<file path="src/rtl/if_fetch_ctrl.sv">
// Instruction-fetch front end: owns the PC and keeps one word request outstanding to imem.
// Optional IF_PERF_CNT_EN adds saturating stall and fetch counters.

module if_fetch_ctrl #(
    parameter logic [31:0] RESET_PC = 32'h0000_0000,
    parameter int unsigned TIMEOUT  = 64
) (
    input  logic        clk,
    input  logic        rst_i,
    input  logic        hold_i,
    input  logic        redirect_i,
    input  logic [31:0] target_i,
    output logic        imem_req_o,
    output logic [31:0] imem_addr_o,
    input  logic        imem_ack_i,
    input  logic [31:0] imem_data_i,
    output logic [31:0] instr_o,
    output logic [31:0] pc_plus4_o,
    output logic        fetch_stall_o,
    output logic        error_o
`ifdef IF_PERF_CNT_EN
    ,
    output logic [31:0] stall_cnt_o,
    output logic [31:0] fetch_cnt_o
`endif
);

    // state | meaning
    // IDLE  | post-reset, launches the first request next edge
    // FETCH | request outstanding, waiting for imem_ack_i
    // HAVE  | fetched word presented to IF/ID, PC advances or redirects when not held
    typedef enum logic [1:0] {IDLE, FETCH, HAVE} state_t;

    localparam logic [15:0] TO_CNT  = 16'(TIMEOUT);
    localparam logic [15:0] TO_LAST = 16'(TIMEOUT - 1);

    state_t      state_q;
    logic [29:0] pc_q;
    logic [15:0] wait_q;
    logic        unused_tgt_bits;

    // PC is kept word-aligned, so the low target bits are dropped
    assign unused_tgt_bits = ^target_i[1:0];
    assign imem_addr_o     = {pc_q, 2'b00};

    always_ff @(posedge clk) begin
        if (rst_i) begin
            state_q       <= IDLE;
            pc_q          <= RESET_PC[31:2];
            instr_o       <= 32'h0;
            pc_plus4_o    <= 32'h0;
            imem_req_o    <= 1'b0;
            fetch_stall_o <= 1'b1;
            error_o       <= 1'b0;
            wait_q        <= 16'h0;
        end else begin
            case (state_q)
                IDLE: begin
                    state_q    <= FETCH;
                    imem_req_o <= 1'b1;
                end
                FETCH: begin
                    if (imem_ack_i) begin
                        instr_o       <= imem_data_i;
                        pc_plus4_o    <= {pc_q + 30'd1, 2'b00};
                        state_q       <= HAVE;
                        imem_req_o    <= 1'b0;
                        fetch_stall_o <= 1'b0;
                        wait_q        <= 16'h0;
                    end else if (wait_q != TO_CNT) begin
                        // counter saturates at TIMEOUT; the error flag stays sticky
                        wait_q <= wait_q + 16'd1;
                        if (wait_q == TO_LAST)
                            error_o <= 1'b1;
                    end
                end
                HAVE: begin
                    if (!hold_i) begin
                        pc_q          <= redirect_i ? target_i[31:2] : pc_q + 30'd1;
                        state_q       <= FETCH;
                        imem_req_o    <= 1'b1;
                        fetch_stall_o <= 1'b1;
                    end
                end
                default: begin
                    state_q       <= IDLE;
                    imem_req_o    <= 1'b0;
                    fetch_stall_o <= 1'b1;
                end
            endcase
        end
    end

`ifdef IF_PERF_CNT_EN
    always_ff @(posedge clk) begin
        if (rst_i) begin
            stall_cnt_o <= 32'h0;
            fetch_cnt_o <= 32'h0;
        end else if (state_q == FETCH) begin
            if (stall_cnt_o != 32'hFFFF_FFFF)
                stall_cnt_o <= stall_cnt_o + 32'd1;
            if (imem_ack_i && fetch_cnt_o != 32'hFFFF_FFFF)
                fetch_cnt_o <= fetch_cnt_o + 32'd1;
        end
    end
`endif

endmodule
</file>
<file path="config.mk">
export PLATFORM = sky130hd
export DESIGN_NAME = if_fetch_ctrl
export DESIGN_NICKNAME = d
export VERILOG_FILES = /design/src/rtl/if_fetch_ctrl.sv
export SDC_FILE = /design/constraint.sdc
export NUM_CORES = 1
export LEC_CHECK = 0
export BUFFER_PORTS_ARGS = -buffer_cell sky130_fd_sc_hd__buf_4
export CAP_MARGIN = 20
export CELL_PAD_IN_SITES_DETAIL_PLACEMENT = 2
export CELL_PAD_IN_SITES_GLOBAL_PLACEMENT = 2
export CORE_UTILIZATION = 31
export DETAILED_ROUTE_END_ITERATION = 7
export HOLD_SLACK_MARGIN = 0.03
export PLACE_DENSITY = 0.83
export SETUP_SLACK_MARGIN = 0.2
export SLEW_MARGIN = 30
export SYNTH_ARGS = -nofsm -noshare
export SYNTH_HDL_FRONTEND = slang
export SYNTH_SLANG_ARGS = --single-unit
</file>
<file path="constraint.sdc">
create_clock -name clk -period 3.7 [get_ports clk]
set_input_delay 0.185 -clock clk [delete_from_list [all_inputs] [get_ports clk]]
set_output_delay 0.185 -clock clk [all_outputs]
set_load 0.02 [all_outputs]
</file>
==> run_results.csv, run 1 <==
group,metric,value,unit
run_status,status,"complete, no violations",
routing,vias,5926,
global_route,grt-ovfl-total,0,
global_route,antenna_found_initial,0,
floorplan,pin_count,168,
cts,cts_buffers,17,
worst_hold_path,hp-start,"imem_data_i[1]",
routing,drc_errors,0,
power_and_ir_drop,leakagePower,2.99,nW
worst_setup_path,critical_path_arrival,2.96,ns
yosys,synth_most_common_cell,"dfxtp_1",
worst_setup_path,timing.rr.end,"instr_o[18]$_SDFFE_PP0P_",
worst_setup_path,worstRegToRegCells,5,
global_route,grt_pass1_vias,6453,
yosys,synth_seq_area_share,40.9,%
yosys,ys.flop_type,"dfxtp_1",
run,cap_violations,0,
worst_hold_path,min_path_type,"in -> reg",
layout,final_nets,928,
timing,tns,0,ns
timing,clock_skew,0.00793,ns
worst_setup_path,r2r_slack,1.06,ns
floorplan,design.core.area,17400,um2
worst_setup_path,reg2reg_from,"state_q[0]$_SDFFE_PP0P_",
worst_hold_path,hold_path_end,"instr_o[1]$_SDFFE_PP0P_",
global_route,grt_pass1_wl,34.6,mm
worst_hold_path,whs_path_depth,3,
floorplan,die_x,136,um
yosys,synthCells,702,
routing,postRouteAntennaNets,0,
cts,cts_resized,0,
worst_setup_path,worst_path_max_delay_cell,"and2_2",
placed_design,gp_congestion,0.786,
cts,cts_tree,"built",
power_and_ir_drop,cellPowerDensity,454,nW/um2
yosys,yosysTopAreaCell,"dfxtp_1",
worst_setup_path,max_stage_delay,0.72,ns
placed_design,place_hpwl,14.5,mm
timing,finalSetupViolCount,0,
timing,max_freq,379,MHz
layout,antenna_cells,0,
yosys,yosys_warnings,0,
floorplan,die_h,136,um
timing,finalMaxSlewViolations,0,
global_route,grt_use_total,24.5,%
routing,first_pass_iters,4,
cts,clockBufferDepth,2,
floorplan,die_area,18400,um2
yosys,yosysUniqueCellTypes,57,
worst_setup_path,cp_max_fo,35,
cts,path_clk_slew,0.05,ns
placed_design,place.port_buffers,161,
yosys,yosys_register_bits,113,
worst_setup_path,crit_type,"reg -> reg",
floorplan,initial_utilization,31.8,%
worst_setup_path,crit_path_end_kind,"flop",
timing,hold_viol_final,0,
placed_design,dp_slack,1.16,ns
worst_setup_path,worstPathRequired,4.02,ns
layout,utilization,44.5,%
cts,cts_setup_buffers,0,
timing,maxSlewHeadroom,40.0,%
timing,finalCritPeriodShare,71.2,%
timing,period_minus_slack,2.64,ns
routing,avgViaCountPerCell,5.42,
yosys,yosys-top-cells-count,"113 x dfxtp_1, 112 x nand2_1, 78 x a21oi_1",
cts,h-tree-depth,4,
yosys,synth_area_leaders,"dfxtp_1 41%, nand2_1 7.6%, a21oi_1 7.1%, xnor2_1 4.1%, nor2_1 3.5%",
yosys,synth_top_area_share,40.9,%
placed_design,dp.cells,1038,
yosys,synth_edf_count,0,
layout,drive_gt1_share,25.0,%
timing,grt_setup_unrepaired,"false",
floorplan,rows,48,
cts,cts_root_buffer,"clkbuf_16",
routing,drt_first_iter_violations,201,
cts,clock_latency,0.42,ns
cts,cts_sinks,113,
global_route,grt_max_degree,79,
worst_setup_path,path_cells,"nor2b_1, and2_2, buf_4, nand2_1, a21oi_1",
yosys,async_flop_share,0,%
layout,fin_cells,1094,
yosys,syn_area,5530,um2
yosys,syn_avg_cell_area,7.87,um2
routing,wl_per_cell,20.1,um
routing,routed_wl,22.0,mm
worst_setup_path,start_kind,"flop",
power_and_ir_drop,vdd_ir_drop_max,0.327,mV
timing,tightest_slew,0.899,ns
timing,setup_ws,1.06,ns
layout,syn2layout_area_growth,39.7,%
## worst max path at each step
stage	startpoint	endpoint	slack, ns	depth (start not counted)
2_1_floorplan	pc_q[0]$_SDFFE_PP0P_	pc_q[24]$_SDFFE_PP0P_	1.63	7
3_3_place_gp	state_q[0]$_SDFFE_PP0P_	instr_o[1]$_SDFFE_PP0P_	1.38	5
3_5_place_dp	state_q[0]$_SDFFE_PP0P_	instr_o[16]$_SDFFE_PP0P_	1.16	5
4_1_cts	state_q[0]$_SDFFE_PP0P_	instr_o[23]$_SDFFE_PP0P_	1.09	5
5_1_grt	state_q[0]$_SDFFE_PP0P_	instr_o[26]$_SDFFE_PP0P_	0.88	5
6_report	state_q[0]$_SDFFE_PP0P_	instr_o[18]$_SDFFE_PP0P_	1.06	5
## critical path, delay by kind of cell (launching register included)
family | cells | cell delay (ns)
AO/OA/AOI/OAI | 1 | 0.20
buffers and inverters | 1 | 0.46
flip-flops | 1 | 0.52
AND/OR/NAND/NOR | 3 | 1.33
## per-stage QoR
stage,power [mW],area [um2],hold slack [ns]
floorplan,1.51,5540,0.321
global placement,1.67,6830,0.432
detailed placement,1.69,6830,0.449
CTS,3.53,7720,0.0323
global route,3.63,7720,0.0356
finish,3.50,7720,0.0427
## final cells by class
type / instances / area [um2]
Fill cell: 1905 / 9640
Multi-Input combinational cell: 520 / 2970
Sequential cell: 113 / 2260
Timing Repair Buffer: 194 / 1520
Clock buffer: 23 / 498
Tap cell: 225 / 282
Clock inverter: 9 / 151
Inverter: 10 / 37.5
## layer usage
layer | GRT usage, % | vias up | wire length (um)
met5 | 0 | - | 0
met4 | 10.4 | 0 | 646
met3 | 4.83 | 44 | 752
met2 | 44.4 | 132 | 11500
met1 | 27.8 | 2971 | 9140
li1 | - | 2779 | -
## registers in the layout (all words and copies together), names as in the netlist
signal / flops
imem_req_o: 1
fetch_stall_o: 1
state_q: 2
instr_o: 32
pc_q: 30
pc_plus4_o: 30
error_o: 1
wait_q: 16
## cell usage in the layout (no fill, tap or decap), types with 4 or more instances in the layout
master	Yosys	layout
a211oi_1	14	14
a21oi_1	78	78
a31oi_1	12	12
a32o_1	4	4
and3_1	7	7
buf_4	4	170
bufinv_16	0	4
clkbuf_16	0	17
clkbuf_8	0	5
conb_1	1	4
dfxtp_1	113	113
dlygate4sd3_1	0	24
inv_1	9	9
mux2i_1	7	7
nand2_1	112	112
nand3_1	34	34
nand3b_1	4	4
nand4_1	14	14
nor2_1	51	51
nor2b_1	6	6
nor3_1	20	19
nor4_1	11	11
o21ai_0	37	37
o31ai_1	4	4
o41ai_1	6	6
or3_1	7	7
xnor2_1	26	26
xor2_1	14	14
## timing repair
| item | 4_1_cts | 5_1_grt |
|---|---|---|
| hold buffers | 24 | 0 |
| hold endpoints to repair | 24 | 0 |
| endpoints found under the setup margin | 0 | 0 |
## cells by family (layout without fill, tap and decap cells)
family                   count (synthesis)  after routing  synth area share [%]
XOR/XNOR                                40             40                  6.34
adder cells (fa/ha/maj)                  3              3                 0.679
other                                    1              4                0.0679
AND/OR/NAND/NOR                        292            292                  26.5
flip-flops                             113            113                  40.9
AO/OA/AOI/OAI                          174            174                  18.6
buffers and inverters                   72            236                  5.57
multiplexers                             7              7                  1.27
## report_power, final
| group | switching, mW | internal [mW] | leakage, nW |
|---|---|---|---|
| clock | 0.595 | 1.21 | 0.319 |
| sequential | 0.0416 | 1.26 | 0.919 |
| combinational | 0.224 | 0.164 | 1.75 |
| total | 0.861 | 2.64 | 2.99 |
Power figures use the tool's default switching activity.
==> run 2, diff against run 1 <==
ABC_AREA = 1   (was default)
CORE_UTILIZATION = 28   (was 31)
PLACE_DENSITY = 0.78   (was 0.83)
clock period = 2.6 ns   (was 3.7 ns; I/O delays follow)
==> run 2 against run 1 <==
  * Synthesized cell count rose by 1.4%
  * Sequential share of layout area fell by 0.55 points
  * Global-route usage rose by 0.60 points
  * Area after synthesis fell by 4.3%
  * First-iteration DRC count rose by 4.0%
  * Setup slack got worse by 0.36 ns
  * Highest routed layer unchanged
  * Critical path depth did not move
  * Core utilization fell by 1.3 points
  * Clock power rose by 33%
  * Die area rose by 5.8%
  * Cell area rose by 1.9%
  * Fmax rose by 39%
==> run_results.csv, run 2 <==
group,metric,value,unit
power_and_ir_drop,total_power,4.85,mW
layout,fin_area,7870,um2
routing,routed_wl,24.0,mm
timing,setup_ws,0.707,ns
cts,cts_resized,0,
cts,cts_sinks,113,
worst_setup_path,critical_path_arrival,2.20,ns
worst_setup_path,crit_path_end_kind,"flop",
run,cap_violations,0,
global_route,grt_pass1_wl,37.4,mm
worst_setup_path,reg2reg_from,"state_q[1]$_SDFFE_PP0P_",
routing,wl_per_cell,20.5,um
yosys,yosysUniqueCellTypes,32,
timing,period_minus_slack,1.89,ns
cts,path_clk_slew,0.06,ns
routing,avgViaCountPerCell,5.01,
yosys,yosys-top-cells-count,"218 x nand2_1, 113 x dfxtp_1, 71 x a21oi_1",
worst_hold_path,min_path_type,"in -> reg",
layout,largest_reg_flops,32,
yosys,yosysTopAreaCell,"dfxtp_1",
yosys,async_flop_share,0,%
floorplan,die_x,139,um
yosys,synth_seq_area_share,42.8,%
layout,top_register,"instr_o",
routing,drt_first_iter_violations,209,
global_route,grt_max_degree,47,
yosys,synth_edf_count,0,
floorplan,die_area,19400,um2
timing,finalCritPeriodShare,72.8,%
cts,cts_tree,"built",
placed_design,place_hpwl,14.5,mm
power_and_ir_drop,cellPowerDensity,617,nW/um2
placed_design,dp_slack,0.762,ns
floorplan,initial_utilization,29.0,%
cts,cts_setup_buffers,0,
global_route,grt_pass1_vias,6593,
timing,finalMaxSlewViolations,0,
global_route,grt-ovfl-total,0,
layout,n_fill_cell,2065,
worst_hold_path,hold_path_end,"pc_q[28]$_SDFFE_PP0P_",
layout,largestRegisters,"instr_o (32), pc_plus4_o (30), pc_q (30)",
yosys,yosys_register_bits,113,
yosys,syn_avg_cell_area,7.42,um2
yosys,synth_top_area_share,42.8,%
yosys,synth_area_leaders,"dfxtp_1 43%, nand2_1 15%, a21oi_1 6.7%, a22o_1 6.5%, nor2_1 4.4%",
routing,postRouteAntennaNets,0,
floorplan,design.core.area,18200,um2
cts,cts_root_buffer,"clkbuf_16",
global_route,antenna_found_initial,0,
timing,grt_setup_unrepaired,"false",
routing,vias,5885,
layout,most-common-layout-cells,"218 x nand2_1, 169 x buf_4, 113 x dfxtp_1, 71 x a21oi_1, 62 x nor2_1",
placed_design,gp_congestion,0.812,
cts,h-tree-depth,4,
timing,hold-worst-slack,0.0461,ns
routing,first_pass_iters,4,
worst_setup_path,worstPathRequired,2.90,ns
cts,cts_hold_buffers,61,
timing,hold_viol_final,0,
timing,finalSetupViolCount,0,
worst_setup_path,timing.rr.end,"pc_q[29]$_SDFFE_PP0P_",
worst_hold_path,whs_path_depth,3,
global_route,grt_use_total,25.1,%
yosys,syn_area,5290,um2
floorplan,rows,49,
layout,utilization,43.2,%
cts,cts_buffers,17,
power_and_ir_drop,leakagePower,3.47,nW
run_status,status,"complete, no violations",
worst_setup_path,cp_max_fo,28,
routing,drc_errors,0,
timing,maxSlewHeadroom,57.7,%
timing,tns,0,ns
layout,fin_cells,1174,
yosys,yosys_warnings,0,
placed_design,dp.cells,1080,
worst_setup_path,r2r_slack,0.71,ns
layout,final_nets,1003,
cts,clock_latency,0.43,ns
yosys,ys.flop_type,"dfxtp_1",
timing,clock_skew,0.0145,ns
timing,max_freq,528,MHz
worst_setup_path,worstRegToRegCells,5,
layout,mostFrequentLayoutCell,"nand2_1",
layout,drive_gt1_share,24.8,%
worst_setup_path,crit_type,"reg -> reg",
power_and_ir_drop,vdd_ir_drop_max,0.475,mV
placed_design,placed_cell_area,6670,um2
floorplan,pin_count,168,
layout,syn2layout_area_growth,48.9,%
worst_setup_path,start_kind,"flop",
yosys,synthCells,712,
worst_hold_path,hp-start,"target_i[30]",
cts,clockBufferDepth,2,
floorplan,die_h,139,um
timing,tightest_slew,0.634,ns
yosys,synth_most_common_cell,"nand2_1",
placed_design,place.port_buffers,161,
==> run 2: cell types whose count changed after synthesis, sizes merged, moves of 16 or more <==
cell,delta
nand2,+114
xnor2,-23
clkbuf,-32
nor2,+29
inv,+33
a22o,+39
nor4,-16
nor3,-20
==> run 2: logic make-up (layout without fill, tap and decap cells) <==
family	Yosys count	in the layout	synth area share, %
other	1	5	0.0710
AOI/OAI and AO/OA	148	148	17.0
xor gates and xnor gates	18	18	3.13
DFF	113	113	42.8
adders and majority gates	3	3	0.710
and+or+nand+nor	354	354	29.9
buffers and inverters	75	304	6.39
==> run 2: routing by layer <==
metal	up-vias	global-route usage (%)	wire [um]
met1	2922	27.3	9670
li1	2774	-	-
met5	-	0	0
met3	44	4.99	887
met2	145	46.7	12800
met4	0	11.5	724
==> run 2: layout make-up <==
type | instances | area [um2] | share of cell area (%)
multi-input combinational | 527 | 2700 | 34.3
sequential | 113 | 2260 | 28.7
timing repair buffer | 230 | 1880 | 23.9
clock buffer | 18 | 429 | 5.45
tap | 229 | 287 | 3.64
inverter | 42 | 158 | 2.00
clock inverter | 14 | 155 | 1.97
antenna | 1 | 2.50 | 0.0318
==> run 2: worst max path at each step <==
stage                                        from                     to  slack, ns
after floorplan              pc_q[0]$_SDFFE_PP0P_  pc_q[16]$_SDFFE_PP0P_       1.01
after global placement    state_q[1]$_SDFFE_PP0P_  pc_q[13]$_SDFFE_PP0P_       0.83
after detailed placement  state_q[1]$_SDFFE_PP0P_   pc_q[2]$_SDFFE_PP0P_       0.76
after CTS                 state_q[1]$_SDFFE_PP0P_   pc_q[5]$_SDFFE_PP0P_       0.74
after global routing      state_q[1]$_SDFFE_PP0P_  pc_q[29]$_SDFFE_PP0P_       0.55
final                     state_q[1]$_SDFFE_PP0P_  pc_q[29]$_SDFFE_PP0P_       0.71
==> run 2: power by group <==
| group | total (mW) | leakage, nW | switching [mW] | internal (mW) |
|---|---|---|---|---|
| combinational | 0.588 | 2.27 | 0.330 | 0.259 |
| clock | 2.41 | 0.282 | 0.984 | 1.42 |
| sequential | 1.86 | 0.915 | 0.0641 | 1.79 |
| total | 4.85 | 3.47 | 1.38 | 3.47 |
==> run 2: worst max-delay path, cell delays in order, from the launching register on <==
cell     delay, ns
dfxtp_1       0.48
inv_2         0.07
nor3_4        0.43
inv_2         0.41
a21oi_1       0.26
a21oi_1       0.11
==> run 3, diff against run 2 <==
CORE_UTILIZATION = 25   (was 28)
PLACE_DENSITY = 0.74   (was 0.78)
clock period = 1.6 ns   (was 2.6 ns; I/O delays follow)
==> run 3 against run 2 <==
  * The flow now finishes with violations (negative setup slack)
  * Largest power group unchanged
  * Routed wire length is 43% higher
  * Combinational power rose to 2.6 times the previous value
  * Sequential power is 62% higher
  * Register-to-register slack got worse by 0.83 ns
  * Final cell count grew 12%
  * Global-route usage down 2.1 points
  * Setup slack got worse by 0.83 ns
  * Via count increased by 14%
  * Cell area rose by 27%
  * Sequential share of layout area down 5.2 points
==> run_results.csv, run 3 (synthesis gave the netlist of run 2 again) <==
group,metric,value,unit
routing,vias,6682,
placed_design,gp_congestion,0.776,
timing,max_freq,580,MHz
layout,fin_cells,1313,
worst_hold_path,whs_path_depth,3,
floorplan,initial_utilization,25.8,%
routing,wl_per_cell,26.1,um
worst_hold_path,min_path_type,"in -> reg",
cts,clockBufferDepth,2,
layout,top_register,"instr_o",
run,cap_violations,0,
worst_setup_path,worstRegToRegCells,9,
run_status,status,"finished, violations left",
layout,final_nets,1101,
global_route,grt_use_total,23.0,%
routing,postRouteAntennaNets,0,
global_route,grt_pass1_vias,6727,
routing,first_pass_iters,4,
routing,routed_wl,34.3,mm
worst_setup_path,start_kind,"flop",
power_and_ir_drop,cellPowerDensity,871,nW/um2
layout,mostFrequentLayoutCell,"buf_4",
floorplan,die_h,147,um
layout,n_fill_cell,2187,
timing,grt_setup_unrepaired,"true",
global_route,antenna_found_initial,1,
run_status,failed_checks,"negative setup slack",
routing,drt_first_iter_violations,344,
floorplan,die_area,21700,um2
floorplan,design.core.area,20500,um2
cts,cts_buffers,17,
floorplan,die_x,147,um
timing,tns,-1.21,ns
global_route,grt_max_degree,31,
cts,cts_root_buffer,"clkbuf_16",
power_and_ir_drop,leakagePower,4.35,nW
placed_design,place_hpwl,14.6,mm
power_and_ir_drop,total_power,8.68,mW
global_route,grt_pass1_wl,37.9,mm
timing,hold-worst-slack,0.154,ns
timing,finalSetupViolCount,28,
layout,most-common-layout-cells,"221 x buf_4, 174 x nand2_1, 82 x dfxtp_1, 64 x dlygate4sd3_1, 44 x a21oi_1",
placed_design,dp.cells,1149,
timing,hold_viol_final,0,
layout,syn2layout_area_growth,88.6,%
worst_setup_path,crit_type,"reg -> reg",
power_and_ir_drop,vdd_ir_drop_max,0.734,mV
routing,drc_errors,0,
worst_setup_path,cp_max_fo,7,
worst_setup_path,crit_path_end_kind,"flop",
timing,clock_skew,0.0103,ns
floorplan,rows,52,
placed_design,placed_cell_area,7000,um2
layout,drive_gt1_share,47.3,%
cts,cts_sinks,113,
timing,finalCritPeriodShare,108,%
placed_design,place.port_buffers,161,
global_route,grt-ovfl-total,0,
layout,largestRegisters,"instr_o (32), pc_plus4_o (30), pc_q (30)",
routing,avgViaCountPerCell,5.09,
worst_setup_path,worstPathRequired,1.95,ns
timing,finalMaxSlewViolations,0,
layout,largest_reg_flops,32,
floorplan,pin_count,168,
layout,fin_area,9970,um2
cts,cts_tree,"built",
cts,path_clk_slew,0.06,ns
worst_setup_path,critical_path_arrival,2.07,ns
cts,clock_latency,0.43,ns
timing,setup_ws,-0.125,ns
timing,period_minus_slack,1.73,ns
cts,h-tree-depth,4,
[run 3: cell count changes in the layout (fill, tap and decap cells not counted), sizes merged]
cell and delta:
inv +1, nand2 +1, clkinv -3, dlygate4sd3 +3, clkbuf +10, clkinvlp +1
bufbuf +1, buf +83, bufinv +1
[run 3: cell type report]
class                   count  area [um2]  area share [%]
multi-input cells         528        3400            34.1
repair buffers            327        3090            31.0
flip-flops and latches    113        2350            23.6
clock buffers              18         439            4.41
well taps                 270         338            3.39
clock inverters            14         176            1.77
inverters                  42         173            1.73
diodes                      1        2.50          0.0251
[run 3: routing by layer]
layer / GRT usage, % / part of all wire [%] / vias up
met5: 0 / 0 / -
met4: 7.53 / 4.5 / 0
met3: 3.92 / 4.5 / 95
met2: 43.6 / 54 / 252
met1: 25.9 / 37 / 3368
li1: - / - / 2967
[run 3: where the power goes]
group	switching (mW)	leakage (nW)	internal, mW
sequential	0.112	0.936	2.89
combinational	0.796	3.12	0.738
clock	1.62	0.294	2.51
total	2.53	4.35	6.14
[run 3: final timing paths]
| path | startpoint | endpoint | slack, ns |
|---|---|---|---|
| max | wait_q[8]$_SDFFE_PP0P_ | wait_q[9]$_SDFFE_PP0P_ | -0.13 |
| min | redirect_i | pc_q[2]$_SDFFE_PP0P_ | 0.15 |
| max reg2reg | wait_q[8]$_SDFFE_PP0P_ | wait_q[9]$_SDFFE_PP0P_ | -0.13 |
| min reg2reg | pc_plus4_o[18]$_SDFFE_PP0P_ | pc_plus4_o[18]$_SDFFE_PP0P_ | 0.45 |
[run 3: what timing repair did]
action | in CTS | in global routing
endpoints found under the setup margin | 108 | 109
hold buffers | 64 | 0
hold endpoints to repair | 72 | 0
cloned | 4 | 13
gates resized for setup | 78 | 167
buffers inserted | 16 | 34
pin swaps | 39 | 58
[run 3: critical path: stages, from the launching register on]
cell and delay (ns):
dfxtp_2 0.34, nor2_2 0.16, nand3_1 0.18, nor2_4 0.22, nand2_2 0.13, nand2_4 0.17
nand2_8 0.11, nand3_1 0.13, nand2_1 0.06, nor2_1 0.14
[run 3: metrics by stage]
step | setup slack, ns | util, %
floorplan | 0.181 | -
global placement | 0.0336 | 34.2
detailed placement | -0.0396 | 34.2
CTS | 0.0756 | 42.7
global route | -0.199 | 48.6
finish | -0.125 | 48.6
